**src/rtl/vga_timing_gen.sv**
```systemverilog
// VGA raster timing generator. A small host register bank provides enable,
// vblank interrupt status, a frame counter and a beam position readback.
module vga_timing_gen #(
  parameter int   H_ACTIVE = 1024,
  parameter int   H_FP     = 24,
  parameter int   H_SYNC   = 136,
  parameter int   H_BP     = 160,
  parameter int   V_ACTIVE = 768,
  parameter int   V_FP     = 3,
  parameter int   V_SYNC   = 6,
  parameter int   V_BP     = 29,
  parameter logic SYNC_POL = 1'b0
) (
  input  logic        clk,
  input  logic        rst_n,
  input  logic [5:0]  address,
  input  logic [31:0] data_in,
  input  logic [1:0]  data_write_n,
  input  logic [1:0]  data_read_n,
  output logic [31:0] data_out,
  output logic        data_ready,
  output logic        user_interrupt,
  output logic        hsync,
  output logic        vsync,
  output logic        video_active,
  output logic [9:0]  pix_x,
  output logic [9:0]  pix_y
);

  localparam int HT = H_ACTIVE + H_FP + H_SYNC + H_BP;
  localparam int VT = V_ACTIVE + V_FP + V_SYNC + V_BP;

  localparam logic [10:0] H_LAST   = 11'(HT - 1);
  localparam logic [10:0] H_ACT    = 11'(H_ACTIVE);
  localparam logic [10:0] HS_START = 11'(H_ACTIVE + H_FP);
  localparam logic [10:0] HS_END   = 11'(H_ACTIVE + H_FP + H_SYNC);
  localparam logic [9:0]  V_LAST   = 10'(VT - 1);
  localparam logic [9:0]  V_ACT    = 10'(V_ACTIVE);
  localparam logic [9:0]  V_VBLANK = 10'(V_ACTIVE - 1);
  localparam logic [9:0]  VS_START = 10'(V_ACTIVE + V_FP);
  localparam logic [9:0]  VS_END   = 10'(V_ACTIVE + V_FP + V_SYNC);

  logic [10:0] h_cnt_q, h_cnt_d;
  logic [9:0]  v_cnt_q, v_cnt_d;
  logic        enable_q, enable_d;
  logic        irq_en_q, irq_en_d;
  logic        pending_q, pending_d;
  logic [15:0] frame_q, frame_d;
  logic        hsync_q, hsync_d;
  logic        vsync_q, vsync_d;
  logic        video_active_q, video_active_d;
  logic [9:0]  pix_x_q, pix_x_d;
  logic [9:0]  pix_y_q, pix_y_d;

  logic        wr_en;
  logic        aligned;
  logic        sel_ctrl;
  logic        sel_status;
  logic        vblank;
  logic [31:0] rd_word;
  logic        unused_data;

  assign unused_data = ^data_in[31:2];
  assign wr_en       = (data_write_n != 2'b11);
  assign aligned     = (address[1:0] == 2'b00);
  assign sel_ctrl    = aligned && (address[5:2] == 4'd0);
  assign sel_status  = aligned && (address[5:2] == 4'd1);
  assign vblank      = enable_q && (h_cnt_q == H_LAST) && (v_cnt_q == V_VBLANK);

  // Raster counters sit at the origin whenever the generator is disabled.
  always_comb begin
    h_cnt_d = h_cnt_q;
    v_cnt_d = v_cnt_q;
    if (!enable_q) begin
      h_cnt_d = '0;
      v_cnt_d = '0;
    end else if (h_cnt_q == H_LAST) begin
      h_cnt_d = '0;
      v_cnt_d = (v_cnt_q == V_LAST) ? '0 : v_cnt_q + 10'd1;
    end else begin
      h_cnt_d = h_cnt_q + 11'd1;
    end
  end

  always_comb begin
    video_active_d = enable_q && (h_cnt_q < H_ACT) && (v_cnt_q < V_ACT);
    pix_x_d        = video_active_d ? h_cnt_q[9:0] : '0;
    pix_y_d        = video_active_d ? v_cnt_q : '0;
    hsync_d        = (enable_q && (h_cnt_q >= HS_START) && (h_cnt_q < HS_END)) ? SYNC_POL : ~SYNC_POL;
    vsync_d        = (enable_q && (v_cnt_q >= VS_START) && (v_cnt_q < VS_END)) ? SYNC_POL : ~SYNC_POL;
  end

  // Vblank is applied after the W1C so a coincident clear cannot lose the event.
  always_comb begin
    enable_d  = enable_q;
    irq_en_d  = irq_en_q;
    pending_d = pending_q;
    frame_d   = frame_q;
    if (wr_en && sel_ctrl) begin
      enable_d = data_in[0];
      irq_en_d = data_in[1];
    end
    if (wr_en && sel_status && data_in[0]) begin
      pending_d = 1'b0;
    end
    if (vblank) begin
      pending_d = 1'b1;
      frame_d   = frame_q + 16'd1;
    end
  end

  always_comb begin
    rd_word = '0;
    if (aligned) begin
      case (address[5:2])
        4'd0:    rd_word = {30'd0, irq_en_q, enable_q};
        4'd1:    rd_word = {31'd0, pending_q};
        4'd2:    rd_word = {16'd0, frame_q};
        4'd3:    rd_word = {6'd0, v_cnt_q, 5'd0, h_cnt_q};
        default: rd_word = '0;
      endcase
    end
  end

  always_comb begin
    data_out = '0;
    case (data_read_n)
      2'b00:   data_out = {24'd0, rd_word[7:0]};
      2'b01:   data_out = {16'd0, rd_word[15:0]};
      2'b10:   data_out = rd_word;
      default: data_out = '0;
    endcase
  end

  assign data_ready     = (data_read_n != 2'b11);
  assign user_interrupt = pending_q & irq_en_q;
  assign hsync          = hsync_q;
  assign vsync          = vsync_q;
  assign video_active   = video_active_q;
  assign pix_x          = pix_x_q;
  assign pix_y          = pix_y_q;

  always_ff @(posedge clk or negedge rst_n) begin
    if (!rst_n) begin
      h_cnt_q        <= '0;
      v_cnt_q        <= '0;
      enable_q       <= 1'b0;
      irq_en_q       <= 1'b0;
      pending_q      <= 1'b0;
      frame_q        <= '0;
      hsync_q        <= ~SYNC_POL;
      vsync_q        <= ~SYNC_POL;
      video_active_q <= 1'b0;
      pix_x_q        <= '0;
      pix_y_q        <= '0;
    end else begin
      h_cnt_q        <= h_cnt_d;
      v_cnt_q        <= v_cnt_d;
      enable_q       <= enable_d;
      irq_en_q       <= irq_en_d;
      pending_q      <= pending_d;
      frame_q        <= frame_d;
      hsync_q        <= hsync_d;
      vsync_q        <= vsync_d;
      video_active_q <= video_active_d;
      pix_x_q        <= pix_x_d;
      pix_y_q        <= pix_y_d;
    end
  end

endmodule
```
**config.mk**
```make
export PLATFORM = sky130hd
export DESIGN_NAME = vga_timing_gen
export DESIGN_NICKNAME = d
export VERILOG_FILES = /design/src/rtl/vga_timing_gen.sv
export SDC_FILE = /design/constraint.sdc
export NUM_CORES = 1
export LEC_CHECK = 0
export CORE_MARGIN = 4
export CORE_UTILIZATION = 45
export CTS_BUF_LIST = sky130_fd_sc_hd__clkbuf_4 sky130_fd_sc_hd__clkbuf_8
export CTS_CLUSTER_DIAMETER = 150
export CTS_CLUSTER_SIZE = 20
export DETAILED_ROUTE_END_ITERATION = 8
export PLACE_DENSITY_LB_ADDON = 0.12
export SLEW_MARGIN = 40
export SYNTH_ARGS = -nofsm -noshare
export SYNTH_HDL_FRONTEND = slang
export SYNTH_SLANG_ARGS = --single-unit
```
**constraint.sdc**
```tcl
create_clock -name clk -period 5 [get_ports clk]
set_input_delay 1 -clock clk [delete_from_list [all_inputs] [get_ports clk]]
set_output_delay 1 -clock clk [all_outputs]
set_load 0.02 [all_outputs]
```
# Word level (Yosys, flattened, before mapping)
# Cells that the tools add are included.
[classes] addsub=3 multipliers=0 div_mod_pow=0 order_cmp=6 eq_ne=11 n_shift=0 muxes=14 bitwise_logic=1 reduce_logical=17
[op_table] cell="26-bit case mux with 4 select lines" n=1
[op_table] cell="26-bit case mux with 3 select lines" n=1
[op_table] cell="10-bit two-way mux" n=5
[op_table] cell="26-bit two-way mux" n=1
[op_table] cell="11-bit less-than comparator, second input constant" n=2
[op_table] cell="11-bit two-way mux" n=2
[op_table] cell="10-bit equality test, second input constant" n=2
[op_table] cell="10-bit less-than comparator, second input constant" n=2
[op_table] cell="16-bit by 1-bit adder with 16-bit output, second input constant" n=1
[op_table] cell="1-bit logical AND" n=13
[op_table] cell="11-bit by 1-bit adder with 11-bit output, second input constant" n=1
[op_table] cell="11-bit equality test, second input constant" n=1
[op_table] cell="11-bit greater-or-equal comparator, second input constant" n=1
[op_table] cell="10-bit by 1-bit adder with 10-bit output, second input constant" n=1
[op_table] cell="10-bit greater-or-equal comparator, second input constant" n=1
[op_table] cell="4-bit by 2-bit equality test with 1-bit output, second input constant" n=2
[op_table] cell="4-bit by 1-bit equality test with 1-bit output, second input constant" n=1
[op_table] cell="2-bit logical NOT" n=2
[op_table] cell="4-bit logical NOT" n=1
[op_table] cell="1-bit two-way mux" n=4
[op_table] cell="2-bit != test, second input constant" n=2
[op_table] cell="2-bit by 1-bit equality test with 1-bit output, second input constant" n=1
[op_table] cell="2-bit equality test, second input constant" n=1
[op_table] cell="2-bit by 1-bit != test with 1-bit output, second input constant" n=1
[op_table] cell="other kinds (2)" n=2
[totals] register_bits=63 latchBits=0 mem_bits_rw=0 mem_bits_ro=0 input_bits=44 output_inout_bits=57 word_cells=63 n_memories=0

# Logic depth before layout (Yosys ltp)
# Gate-level depths: netlist of run 1.
[depth] ltp_word=6 mapped_depth=7

# Worst setup path before layout of run 1
# OpenSTA, ideal clock, no wires.
[synth_timing] path_kind="in2out" start="input port address[2]" end="output port data_out[16]" arrival_time_ps=2400 slack_ps=1600 stages=6 n_path_buf=3 path_cell_list="clkbuf_1 > nor4bb_1 > clkbuf_1 > and4b_1 > clkbuf_1 > and2_1"
[synth_between] elab_chain_len=4 elab_cells_between_ends=7
[synth_rtl] item="from (decl)" line_no="16" text="input logic [5:0] address,"
[synth_rtl] item="4-bit by 2-bit equality test with 1-bit output, or another cell as far along" line_no="115" text="case (address[5:2])"
[synth_rtl] item="26-bit case mux with 4 select lines *" line_no="115"
[synth_rtl] item="26-bit two-way mux *" line_no="114" text="if (aligned) begin"
[synth_rtl] item="26-bit case mux with 3 select lines *" line_no="127" text="case (data_read_n)"
[synth_rtl] item="to (decl)" line_no="20" text="output logic [31:0] data_out,"
# Mark *: on every way between the ends. The rest lies on a longest branch, timed or not.

# Worst setup path after layout of run 1
# Ends and elaborated chain as after synthesis.

==> reports/qor.yml, run 1 <==
synth_top_flop_cell: "dfrtp_1"
grt_max_degree: 43
cp_num_buf_inv: 2
grt_pass1_wl_um: 12700
hp-class: "flip-flop to flip-flop"
slew_headroom_pct: 48.76
drive_above_1_share_pct: 10.10
seqPwrFrac_pct: 52.8
grt_usage_pct: 18.23
syn_inst: 333
place.gp.congestion: 0.8484
post_cts_resize_count: 0
max_freq_ghz: 0.2345
routed_via_density: 5.350
grt_antenna_before_repair: 0
netlist.top_cell.by_area: "dfrtp_1"
netlist_area_um2: 3304
drt-pass1-iter-count: 4
cts_root_buf: "clkbuf_8"
cp_max_fo: 10
skew_ns: 0.01015
setup_tns_ns: 0
htreeDepth: 3
cts_buffer_depth: 2
first_iter_violations: 137
io_buffer_count: 64
ios: 101
min_period_ns: 4.265
yosys-top-cells-area: "dfrtp_1 46%, and2_1 6.6%, xnor2_1 4.2%, nor2_1 3.2%, nand3_1 2.9%"
pwr-share-comb_pct: 8.6
insertion_delay_ns: 0.34
swShare_pct: 25.45
maxCapViolations: 0
antenna_left: 0
cp-start-kind: "input port"
clkPwrFrac_pct: 38.6
ys_seq_area_share_pct: 47.78
die_area_um2: 8778
antenna_cells: 0
cts_buffers: 9
setup_viol: 0
core.rowCount: 30
syn_avg_cell_area_um2: 9.923
cts_tree: "built"
overflow: 0
initial_utilization_pct: 47.59
wl_um: 7411
yosys-top-cells-count: "61 x dfrtp_1, 35 x and2_1, 28 x nor2_1"
critPathArrivalTime_ns: 3.27
clk_pin_slew_ns: 0.07
drc: 0
cts_setup_buffers: 0
critical_path_class: "input port to output port"
wire_per_inst_um: 15.06
cts_sinks: 63
yosysUniqueCellTypes: 49
via_count: 2632
status: "completed"
worstPathCellList: "clkdlybuf4s50_1, nor4bb_1, and4b_1, and2_1, clkdlybuf4s50_1"
postSynthRegisterBits: 63
path_delay_family: "buffers and inverters"
first_global_vias: 2569
cpMostUsedCell: "clkdlybuf4s50_1"
post-dp-hpwl_um: 5342
p_leak_nw: 1.706
report.final.slew_viol_count: 0
power_per_cell_area_nw_per_um2: 240.1
rsz0062_at_grt: "false"
internal_power_mw: 0.7442
die_h_um: 93.69
total_power_mw: 0.9982
area_growth_syn_to_layout_pct: 25.82
cp_slowest_stage_delay_ns: 0.63
core_um2: 6944
post-synth-top-count-cell: "dfrtp_1"
critPathSlowestCell: "clkdlybuf4s50_1"
tightest_slew_ns: 0.7623
required_ns: 4.00
fin_crit_sh_pct: 85.31
synth_top_area_share_pct: 46.19
layout.nets: 442
hold_viol_final: 0
vdd_drop_max_mv: 0.1495
worst_setup_path_end_kind: "output port"
postCtsHoldBufs: 0
p_sw_mw: 0.2540
async_flop_share_pct: 100.0
synth_edf_count: 0
ys_warn_count: 0
die_x_um: 93.69
[worst reg2reg max path, stage by stage (launching register included)]
cell     delay (ns)
dfrtp_1        0.43
ha_1           0.25
nand3_1        0.21
or4_2          0.77
nor3b_1        0.27
xor2_1         0.17
[path summary, 6_finish.rpt]
| kind | from | end | slack (ns) | cells past startpoint |
|---|---|---|---|---|
| max | address[2] | data_out[16] | 0.73 | 5 |
| min | frame_q[15]$_DFFE_PN0P_ | frame_q[15]$_DFFE_PN0P_ | 0.46 | 1 |
| max reg2reg | v_cnt_q[0]$_DFFE_PN0P_ | frame_q[12]$_DFFE_PN0P_ | 2.82 | 5 |
| min reg2reg | frame_q[15]$_DFFE_PN0P_ | frame_q[15]$_DFFE_PN0P_ | 0.46 | 1 |
| max in group asynchronous | rst_n | h_cnt_q[7]$_DFF_PN0_ | 3.65 | 2 |
| min in group asynchronous | rst_n | v_cnt_q[3]$_DFFE_PN0P_ | 0.64 | 1 |
[layout by cell type (no fill, tap or decap), drive strengths merged, types with 2 or more instances in the layout]
cell and instances:
a21oi 3, a22oi 10, a31oi 9, a41oi 2
and2 36, and3 4, and4b 3, buf 7
clkbuf 11, clkdlybuf4s50 63, clkinv 4, conb 6
dfrtp 61, dfstp 2, ha 6, inv 12
mux2 4, nand2 16, nand3 19, nand3b 3
nand4 12, nand4b 3, nor2 28, nor3 10
nor4 11, o211ai 3, o21ai 7, or3 2
or4 2, xnor2 16, xor2 7
[routing by layer]
| layer | vias up | wire length [µm] | GRT usage (%) | part of all wire [%] |
|---|---|---|---|---|
| met2 | 72 | 3508 | 27.44 | 47 |
| met5 | - | 0 | 0 | 0 |
| met3 | 9 | 370 | 3.285 | 5.0 |
| met4 | 0 | 105 | 7.822 | 1.4 |
| li1 | 1276 | - | - | - |
| met1 | 1275 | 3427 | 25.75 | 46 |
[sequential cells by signal (all words and copies together) (netlist names)]
signal	cells
vsync	1
pix_y	10
irq_en_q	1
v_cnt_q	10
pending_q	1
video_active	1
hsync	1
h_cnt_q	11
enable_q	1
frame_q	16
pix_x	10
[logic make-up (layout without fill, tap and decap cells)]
logic type                 after synthesis  in the layout  share of synthesized area (%)
buffers and inverters                   40             98                          5.944
DFF                                     63             63                          47.78
and+or+nand+nor                        156            156                          27.60
adders and majority gates                6              6                          2.272
xor gates and xnor gates                23             23                          6.096
other                                    1              6                         0.1135
muxes                                    5              5                          2.045
AOI/OAI and AO/OA                       39             39                          8.141
[power groups by stage]
stage / clock network (mW) / registers (mW) / logic [mW]
floorplan: 0 / 0.537 / 0.0425
global placement: 0 / 0.536 / 0.0850
detailed placement: 0 / 0.536 / 0.0870
CTS: 0.396 / 0.527 / 0.0874
global route: 0.416 / 0.528 / 0.0962
finish: 0.386 / 0.527 / 0.0856
[cell type report]
class,instances,area (µm²)
Timing Repair Buffer,70,683.2
Fill cell,637,2786
Inverter,13,48.80
Tap cell,96,120.1
Clock inverter,4,22.52
Clock buffer,11,145.1
Multi-Input combinational cell,235,1559
Sequential cell,63,1579
[per-stage QoR]
stage / util (%) / setup WS (ns) / std cells / hold slack [ns] / area (µm²)
floorplan: - / 1.600 / 338 / 0.4376 / 3323
global placement: 57.26 / 0.7579 / 477 / 0.4511 / 3976
detailed placement: 57.46 / 0.7258 / 477 / 0.4565 / 3990
CTS: 59.87 / 0.7343 / 492 / 0.4685 / 4158
global route: 59.87 / 0.6072 / 492 / 0.4943 / 4158
finish: 59.87 / 0.7347 / 492 / 0.4628 / 4158
Note: power is estimated with default switching activity, not from simulation.
==> run 2: changes to the inputs <==
PLACE_DENSITY = 0.77   (was not set)
PLACE_DENSITY_LB_ADDON = not set   (was 0.12)
==> run 2 against run 1 <==
Against the previous run: setup slack got worse by 0.048 ns; highest routed layer unchanged; count of clock-buffer cells in the layout rose by 1; die area did not move; core utilization rose by 0.32 points; critical endpoint is now data_out[22]; first-iteration DRC count rose by 2.2%; worst hold slack improved by 0.013 ns; via count barely moved; final cell count rose by 0.20%; non-clock buffer count did not move; clock skew fell by 0.0029 ns.
==> reports/qor.yml, run 2 (synthesis results as in run 1) <==
cts_setup_buffers: 0  # unchanged
initial_utilization_pct: 47.59  # unchanged
status: "completed"
grt_max_degree: 42  # -2.3%
wl_um: 7507  # +1.3%
wire_per_inst_um: 15.23  # +1.1%
regToRegStartpoint: "v_cnt_q[0]$_DFFE_PN0P_"
multi_input_area_um2: 1554  # -0.32%
core_um2: 6944  # unchanged
antenna_left: 0  # unchanged
maxCapViolations: 0  # unchanged
hold_viol_final: 0  # unchanged
worstPathCellList: "clkdlybuf4s50_1, nor4bb_1, buf_4, and4b_1, and2_1, clkdlybuf4s50_1"
report.final.slew_viol_count: 0  # unchanged
drc: 0  # unchanged
largest-register: "frame_q"
clkPwrFrac_pct: 42.1  # +3.5 points
first_iter_violations: 140  # +2.2%
clk_pin_slew_ns: 0.07  # about the same
antenna_cells: 0  # unchanged
grt_pass1_wl_um: 12530  # -1.4%
pre_cts_slack_ns: 0.6418  # -0.08400 ns
fin_crit_sh_pct: 86.26  # +0.96 points
final_cell_mix: "63 x clkdlybuf4s50_1, 61 x dfrtp_1, 35 x and2_1"
place.gp.congestion: 0.8362  # -1.4%
cpMostUsedCell: "clkdlybuf4s50_1"
core.rowCount: 30  # unchanged
critPathArrivalTime_ns: 3.31  # +0.04 ns
cts_sinks: 63  # unchanged
grt_antenna_before_repair: 0  # unchanged
postLayoutSetupSlackWorst_ns: 0.6869  # -0.04778 ns
insertion_delay_ns: 0.35  # about the same
routed_via_density: 5.343  # -0.13%
critPathLaunch: "address[2]"
max_freq_ghz: 0.2319  # -1.1%
post-dp-hpwl_um: 5321  # -0.38%
ios: 101  # unchanged
p_sw_mw: 0.2557  # +0.68%
post_cts_resize_count: 0  # unchanged
grt_usage_pct: 18.26  # +0.023 points
drive_above_1_share_pct: 10.08  # -0.025 points
cp_max_fo: 10  # unchanged
p_leak_nw: 1.722  # +0.95%
io_buffer_count: 64  # unchanged
reg_top3: "frame_q x16, h_cnt_q x11"
cts_buffers: 9  # unchanged
worstHoldStart: "frame_q[15]$_DFFE_PN0P_"
first_global_vias: 2602  # +1.3%
min_period_ns: 4.313  # +0.04778 ns
vdd_drop_max_mv: 0.1488  # -0.52%
path_delay_family: "buffers and inverters"
required_ns: 4.00  # about the same
fin_area_um2: 4180  # +0.54%
critPathSlowestCell: "clkdlybuf4s50_1"
cp_slowest_stage_delay_ns: 0.64  # about the same
cp-start-kind: "input port"
postCtsHoldBufs: 0  # unchanged
swShare_pct: 24.17  # -1.3 points
instances_no_fill: 493  # +0.20%
final_common_cell: "clkdlybuf4s50_1"
slew_headroom_pct: 50.71  # +1.9 points
regArea_um2: 1579  # unchanged
die_x_um: 93.69  # unchanged
drt-pass1-iter-count: 4  # unchanged
htreeDepth: 3  # unchanged
area_growth_syn_to_layout_pct: 26.51
cp_num_buf_inv: 3  # +1
dp.cells: 477  # unchanged
setup_tns_ns: 0  # unchanged
critical_path_class: "input port to output port"
hp-class: "flip-flop to flip-flop"
die_h_um: 93.69  # unchanged
internal_power_mw: 0.8026  # +7.8%
fillers: 588  # -7.7%
rsz0062_at_grt: "false"
die_area_um2: 8778  # unchanged
layout.nets: 442  # unchanged
overflow: 0  # unchanged
placed_area_um2: 3983  # -0.19%
cts_tree: "built"
cts_root_buf: "clkbuf_8"
pwr-share-comb_pct: 8.1  # -0.5 points
tightest_slew_ns: 0.7333  # -0.02899 ns
power_per_cell_area_nw_per_um2: 253.2  # +5.4%
largest_reg_flops: 16  # unchanged
skew_ns: 0.007256  # -0.002896 ns
worst_setup_path_end_kind: "output port"
via_count: 2634  # +0.076%
cts_buffer_depth: 2  # unchanged
seqPwrFrac_pct: 49.8  # -3.0 points
setup_viol: 0  # unchanged
## run 2: cell types whose count changed in the layout (fill, tap and decap cells not counted), sizes merged
cell      before  now
bufinv         0    1
clkbuf        11   12
clkinvlp       1    0
## run 2: cell type report
cell class / count / area share [%]
inverter: 13 / 1.167
multi-input combinational: 235 / 37.17
clock inverter: 4 / 1.078
clock buffer: 12 / 3.652
tap: 96 / 2.873
sequential: 63 / 37.77
timing repair buffer: 70 / 16.28
## run 2: per-stage QoR
stage	power, mW	hold slack, ns	utilization (%)
global placement	0.6217	0.4566	57.26
finish	1.058	0.4761	60.20
CTS	1.067	0.4763	60.20
global route	1.102	0.4908	60.20
floorplan	0.5791	0.4376	-
detailed placement	0.6231	0.4625	57.35
## run 2: path summary, 6_finish.rpt
kind,slack (ns),end,cells past startpoint
worst min-delay path,0.48,frame_q[15]$_DFFE_PN0P_,1
worst max-delay path,0.69,data_out[22],6
worst max register to register,2.78,frame_q[12]$_DFFE_PN0P_,5
max in group asynchronous,3.46,vsync$_DFF_PN1_,2
min in group asynchronous,0.63,h_cnt_q[5]$_DFF_PN0_,1
worst min register to register,0.48,frame_q[15]$_DFFE_PN0P_,1
## run 2: power groups by stage
stage,Clock (mW),Combinational (mW),Sequential (mW)
3_3_place_gp,0,0.0848,0.537
4_1_cts,0.452,0.0866,0.528
5_1_grt,0.479,0.0948,0.528
2_1_floorplan,0,0.0425,0.537
6_report,0.446,0.0854,0.527
3_5_place_dp,0,0.0862,0.537
## run 2: layer usage
layer / track usage (%) / vias up / share of wire, %
met2: 28.27 / 98 / 46
met4: 6.859 / 0 / 1.5
li1: - / 1277 / -
met3: 5.449 / 9 / 7.2
met1: 24.12 / 1250 / 45
met5: 0 / - / 0
